<file path="src/rtl/arb_pkg.sv">
`default_nettype none
// ============================================================================
//  Module      : arb_pkg
//  Description : Shared definitions for the I/D cache-to-memory arbiter:
//                default line/address widths and the arbiter state encoding.
//  Revision    : 1.0  initial release
// ============================================================================
package arb_pkg;

    localparam int LINE_W_DEF = 128;   // cache-line width in bits
    localparam int ADDR_W_DEF = 16;    // byte-address width in bits

    typedef enum logic [1:0] {
        ST_IDLE    = 2'd0,
        ST_SERVE_I = 2'd1,
        ST_SERVE_D = 2'd2
    } arb_state_e;

endpackage : arb_pkg
`default_nettype wire

</file>
<file path="src/rtl/cache_arbiter.sv">
`default_nettype none
// ============================================================================
//  Module      : cache_arbiter
//  Description : Arbitrates an I-cache (fill only) and a D-cache (fill and
//                writeback) onto one physical-memory port. Round-robin on
//                ties, one transaction in flight, at least one IDLE cycle
//                between transactions.
//  Ports       : clk, reset                         - clock, sync active-high reset
//                icache_read/address                - I-cache fill request
//                icache_resp/rdata                  - I-cache completion + data
//                dcache_read/write/address/wdata    - D-cache request
//                dcache_resp/rdata                  - D-cache completion + data
//                pmem_read/write/address/wdata      - memory command (registered)
//                pmem_resp/rdata                    - memory completion + data
//  Revision    : 1.0  initial release
// ============================================================================
module cache_arbiter
    import arb_pkg::*;
#(
    parameter int LINE_W = LINE_W_DEF,
    parameter int ADDR_W = ADDR_W_DEF
) (
    input  logic              clk,
    input  logic              reset,

    input  logic              icache_read,
    input  logic [ADDR_W-1:0] icache_address,
    output logic              icache_resp,
    output logic [LINE_W-1:0] icache_rdata,

    input  logic              dcache_read,
    input  logic              dcache_write,
    input  logic [ADDR_W-1:0] dcache_address,
    input  logic [LINE_W-1:0] dcache_wdata,
    output logic              dcache_resp,
    output logic [LINE_W-1:0] dcache_rdata,

    output logic              pmem_read,
    output logic              pmem_write,
    output logic [ADDR_W-1:0] pmem_address,
    output logic [LINE_W-1:0] pmem_wdata,
    input  logic              pmem_resp,
    input  logic [LINE_W-1:0] pmem_rdata
);

    arb_state_e        state_q;
    logic              last_d_q;     // 1: D-cache was served most recently
    logic [ADDR_W-1:0] addr_q;
    logic [LINE_W-1:0] wdata_q;
    logic              pmem_read_q;
    logic              pmem_write_q;

    logic req_i_d;
    logic req_d_d;
    logic grant_d_d;                 // grant goes to D this cycle (IDLE only)

    // A D-cache read+write collision counts as a single D request (a write).
    always_comb begin
        req_i_d   = icache_read;
        req_d_d   = dcache_read | dcache_write;
        grant_d_d = req_d_d & (~req_i_d | ~last_d_q);
    end

    always_ff @(posedge clk) begin
        if (reset) begin
            state_q      <= ST_IDLE;
            last_d_q     <= 1'b0;
            addr_q       <= '0;
            wdata_q      <= '0;
            pmem_read_q  <= 1'b0;
            pmem_write_q <= 1'b0;
        end else begin
            case (state_q)
                ST_IDLE: begin
                    if (grant_d_d) begin
                        state_q      <= ST_SERVE_D;
                        addr_q       <= dcache_address;
                        wdata_q      <= dcache_wdata;
                        pmem_read_q  <= ~dcache_write;
                        pmem_write_q <= dcache_write;
                    end else if (req_i_d) begin
                        state_q      <= ST_SERVE_I;
                        addr_q       <= icache_address;
                        wdata_q      <= '0;
                        pmem_read_q  <= 1'b1;
                        pmem_write_q <= 1'b0;
                    end
                end
                ST_SERVE_I, ST_SERVE_D: begin
                    if (pmem_resp) begin
                        state_q      <= ST_IDLE;
                        last_d_q     <= (state_q == ST_SERVE_D);
                        pmem_read_q  <= 1'b0;
                        pmem_write_q <= 1'b0;
                    end
                end
                default: begin
                    state_q      <= ST_IDLE;
                    pmem_read_q  <= 1'b0;
                    pmem_write_q <= 1'b0;
                end
            endcase
        end
    end

    // Command side comes purely from captured registers, so master input
    // changes after the grant never reach memory.
    assign pmem_read    = pmem_read_q;
    assign pmem_write   = pmem_write_q;
    assign pmem_address = addr_q;
    assign pmem_wdata   = wdata_q;

    // Completion is a combinational pass-through to the owning master only;
    // a pmem_resp seen in IDLE reaches neither master.
    assign icache_resp  = (state_q == ST_SERVE_I) & pmem_resp;
    assign dcache_resp  = (state_q == ST_SERVE_D) & pmem_resp;
    assign icache_rdata = pmem_rdata;
    assign dcache_rdata = pmem_rdata;

endmodule : cache_arbiter
`default_nettype wire

</file>
<file path="config.mk">
export PLATFORM = sky130hd
export DESIGN_NAME = cache_arbiter
export DESIGN_NICKNAME = d
export VERILOG_FILES = /design/src/rtl/arb_pkg.sv /design/src/rtl/cache_arbiter.sv
export SDC_FILE = /design/constraint.sdc
export NUM_CORES = 1
export LEC_CHECK = 0
export CAP_MARGIN = 20
export CORE_AREA = 10 10 260 262
export DETAILED_ROUTE_END_ITERATION = 8
export DIE_AREA = 0 0 270 272
export GPL_ROUTABILITY_DRIVEN = 0
export GPL_TIMING_DRIVEN = 0
export SETUP_SLACK_MARGIN = 0.05
export SLEW_MARGIN = 30
export SYNTH_ARGS = -nofsm -noshare
export SYNTH_HDL_FRONTEND = slang
export SYNTH_SLANG_ARGS = --single-unit
</file>
<file path="constraint.sdc">
create_clock -name clk -period 1.9 [get_ports clk]
set_input_delay 0.19 -clock clk [delete_from_list [all_inputs] [get_ports clk]]
set_output_delay 0.19 -clock clk [all_outputs]
set_load 0.01 [all_outputs]
</file>
# After elaboration in Yosys (flattened, before gate mapping)
# Index checks and enable logic that the tools add are counted.
# Widths: inputs -> output; s select.
[totals]
register_bits = 149
input_bits = 294
out_inout_bits = 404
[classes]
n_eq_ne = 4
mux = 15
bitwise_logic = 8
reduce_logical = 6
[ops]
columns = ["cell", "n"]
rows = [
  ["$mux 128", 2],
  ["$mux 16", 2],
  ["$mux 2", 3],
  ["$reduce_and 2->1", 3],
  ["$mux 1", 5],
  ["$pmux 1 s2", 2],
  ["$pmux 2 s2", 1],
  ["$and 1x1->1", 3],
  ["$ne 3x3->1 const B", 1],
  ["$not 1->1", 3],
  ["$eq 2x1->1 const B", 1],
  ["$eq 2x2->1 const B", 1],
  ["$logic_not 2->1", 1],
  ["$ne 2x2->1 const B", 1],
  ["$or 1x1->1", 2],
  ["$reduce_bool 2->1", 1],
  ["$reduce_or 2->1", 1],
]

# Longest topological paths before layout
[logic_depth]
ltp_word = 5
depth_mapped = 7
mapped_depth_nobuf = 5

# Worst setup path after synthesis
# OpenSTA, ideal clock, no wires.
[synth_timing]
kind = "register -> register"
startpoint = "reg state_q[0]"
endpoint = "reg wdata_q[0] (netlist: pmem_wdata[0])"
setup_time_ps = 65
arrival_ps = 1331
required_ps = 1835
setup_slack_ps = 504
path_stages_with_launch = 7
n_path_buf = 2
period_less_slack_ps = 1396
path_cell_list = "dfxtp_1 -> inv_1 -> ha_1 -> clkbuf_1 -> clkbuf_1 -> a32oi_1 -> nor2_1"
[synth_via]
elab_chain_cells = 2
[synth_rtl]
columns = ["element", "line_no", "text"]
rows = [
  ["from (decl)", "cache_arbiter.sv:46", "arb_state_e state_q;"],
  ["from (signal assigned)", "cache_arbiter.sv:66", "state_q <= ST_IDLE;"],
  ["from (signal assigned)", "cache_arbiter.sv:76", "state_q <= ST_SERVE_D;"],
  ["from (signal assigned)", "cache_arbiter.sv:82", "state_q <= ST_SERVE_I;"],
  ["$logic_not 2->1", "cache_arbiter.sv:73", "case (state_q)"],
  ["$reduce_and 2->1 (no line)", "n/a", ""],
  ["to (signal assigned)", "cache_arbiter.sv:78", "wdata_q <= dcache_wdata;"],
  ["to (decl)", "cache_arbiter.sv:49", "logic [LINE_W-1:0] wdata_q;"],
]
# No other way between the ends.
# A chain may end at the register's enable or synchronous reset.

# Worst setup path after layout
[layout_timing]
startpoint = "reg wdata_q[111] (netlist: pmem_wdata[111])"
endpoint = "out pmem_wdata[111]"
[layout_rtl]
columns = ["element", "line_no", "text"]
rows = [
  ["to (decl)", "cache_arbiter.sv:41", "output logic [LINE_W-1:0] pmem_wdata,"],
]
# No word-level cell between the ends.

==> reports/qor.csv <==
metric,value,unit
Initial Util,11.93,%
Pwr Total,10.82,mW
Arrival @ worst endpoint,1550,ps
design area,14790,sq um
first-pass GRT wire length,71.13,mm
"Largest stage delay, worst path",730,ps
GRT Residual Overflow,0,
Max Slew Vio Count,0,
Yosys cell types,25,
Post-synth EDFFs,0,
via count,8305,
remaining routing DRC violations,0,
Fin. Hold Viols,0,
Highest Clock Rate,573.2,MHz
P_sw,3.500,mW
CTS Hold Bufs,0,
Synth Flop Type,dfxtp_1,
Worst Max-Slew Pin Slew,729.9,ps
Clk pwr share,31.4,%
total negative slack,0,ps
Startpoint Class,flip-flop,
crit path max fanout,2,
Pwr Density,731.4,nW/um^2
H-tree depth,4,
max-cap violations,0,
cell taking the most area after synthesis,dfxtp_1,
Crit path buffers/inverters,1,
combinational share of power,34.9,%
Hold Path Class,primary input to flip-flop,
post-layout minimum cycle time,1745,ps
PortBufs,568,
setup slack at placement,-166.2,ps
GRT Util Overall,13.67,%
Setup crit end kind,output port,
Fin Hold WS,291.9,ps
chip width,270,microns
root buffer cell,clkbuf_16,
leakage power,5.756,nW
fraction of layout cells with a size suffix above 1,24.54,%
area delta synth->final,98.42,%
Final Cycle Share,91.82,%
total CTS buffers,17,
Post CTS Setup Buffer Count,0,
Clock Sinks,149,
Final Skew,7.779,ps
setup ws final,155.3,ps
placed inst area,14200,sq um
status,"finished, final reports clean",
nets,1706,
top-count cell post-synth,buf_4,
CORE AREA,62500,sq um
cells after synthesis,822,
placed cell count,2236,
Avg Synthesized Cell Area,9.070,sq um
area share of the largest cell type after synthesis,40.01,%
number of global-route vias before repair,8707,
final setup fails,0,
crit-path cells,clkdlybuf4s50_1,
DRT iter0 DRCs,375,
# IOs,698,
Sw Ratio,32.35,%
sequential power share,33.7,%
die height,272,microns
Synth Warn #,0,
Synth Register Bits,149,
largest net degree at the start of global routing,17,
Layout Cells excl Fill,2275,
routed len/inst,23.08,microns
VDD IR max,0.7069,mV
CP top delay family,buffers and inverters,
clk_lat worst skew,470,ps
"Req. time, crit path",1710,ps
asr flop ratio synth,0,%
Die ar.,73440,sq um
number of routed nets with antenna violations,0,
routed vias/inst,3.651,
synth cell count leaders,"buf_4 (272), dfxtp_1 (149), nor2_1 (144)",
post-synthesis sequential area ratio,40.01,%
length of the first detailed-routing pass in iterations,4,
Syn Nets,1119,
largest cells by area after synthesis,"dfxtp_1 (40%), buf_4 (27%), a32oi_1 (15%), nor2_1 (7.2%), nand2_1 (1.7%)",
highest-delay cell along the critical path,clkdlybuf4s50_1,
HPWL Detailed,45.99,mm
Rows,92,
RSZ-0062 raised after global routing,no,
Final Util,23.67,%
clock tree buffer depth,2,
slew margin rel.,51.34,%
internal power,7.320,mW
CTS tree,done,
initial antenna violation count,12,
Clock Pin Slew Worst Setup and Hold Paths,70,ps
final wirelength,52.50,mm
"Cell Area, Synth",7456,sq um
kind of critical path,flip-flop to output port,
tightest hold or removal path, stage by stage:
cell and delay [ps]:
clkdlybuf4s50_1 400, nand2_1 60, a311oi_1 80
cells in the final DEF (no fill, tap or decap):
cell type        count
buf_2               19
o2bb2ai_2            1
nor2b_1              1
dfxtp_1            149
clkbuf_4             1
clkbuf_16           17
a32oi_1            128
nand2b_1             1
clkinv_4             2
o31a_1               1
o31ai_2              1
inv_1                2
clkdlybuf4s50_1    566
and2_1               2
clkbuf_1            15
o21ai_0              4
buf_4              272
buf_6                6
nand3_1              4
clkbuf_8             2
a311oi_1            10
a21boi_0             1
clkdlybuf4s15_1      1
a2bb2oi_2            1
or3_1                1
clkbuf_2            10
a21oi_1              5
clkinv_2             1
nor4b_1              1
clkinvlp_4           2
nor2_1             144
ha_1                 3
nand2_1             34
a311oi_2             6
diode_2              7
inv_6                6
inv_8                2
routing by layer:
layer  part of all wire (%)  up-vias  GRT usage (%)  routed length, microns
met4                    2.4       12          4.908                    1273
met3                     11       67          6.914                    5589
li1                       -     3827              -                       -
met2                     52      447          24.83                   27320
met1                     35     3952          13.14                   18240
met5                   0.14        -              0                      76
sequential cells by signal, indices dropped and copies added, names as in the netlist:
name / flops
pmem_wdata: 128
pmem_address: 16
state_q: 2
last_d_q: 1
pmem_read: 1
pmem_write: 1
area by class of cell:
type                            instances  area, sq um
Antenna cell                            7        17.52
Buffer                                322         2313
Clock buffer                           19        452.9
Clock inverter                         13        112.6
Fill cell                            6748        47710
Inverter                                2        7.507
Multi-Input combinational cell        349         2168
Sequential cell                       149         2983
Tap cell                              846         1059
Timing Repair Buffer                  568         5680
power groups by stage:
stage	sequential [mW]	clock, mW	combinational, mW
after floorplan	3.83	0	1.54
after global placement	3.69	0	3.79
after detailed placement	3.71	0	3.83
after CTS	3.64	3.55	3.85
after global routing	3.68	3.66	4.06
final	3.64	3.40	3.78
kinds of logic after synthesis:
family,share of synthesized area (%)
buffers and inverters,30.91
flip-flops,40.01
adder cells (fa/ha/maj),0.5035
AO/OA/AOI/OAI,18.81
AND/OR/NAND/NOR,9.767
what timing repair did:
item / in CTS / in global routing
resized for setup: 9 / 10
endpoints found under the setup margin: 83 / 27
pin swaps: 0 / 0
hold endpoints to repair: 0 / 0
worst paths after layout:
path                                      from                            end  slack, ps  cells past startpoint
setup / recovery  pmem_wdata[111]$_SDFFE_PP0P_                pmem_wdata[111]        160                      1
hold / removal               dcache_address[5]   pmem_address[5]$_SDFFE_PP0P_        290                      3
setup reg to reg       state_q[0]$_SDFFE_PP0P_  pmem_address[15]$_SDFFE_PP0P_        160                      7
hold reg to reg    pmem_wdata[85]$_SDFFE_PP0P_    pmem_wdata[85]$_SDFFE_PP0P_        490                      2
Note: power is estimated with default switching activity, not from simulation.
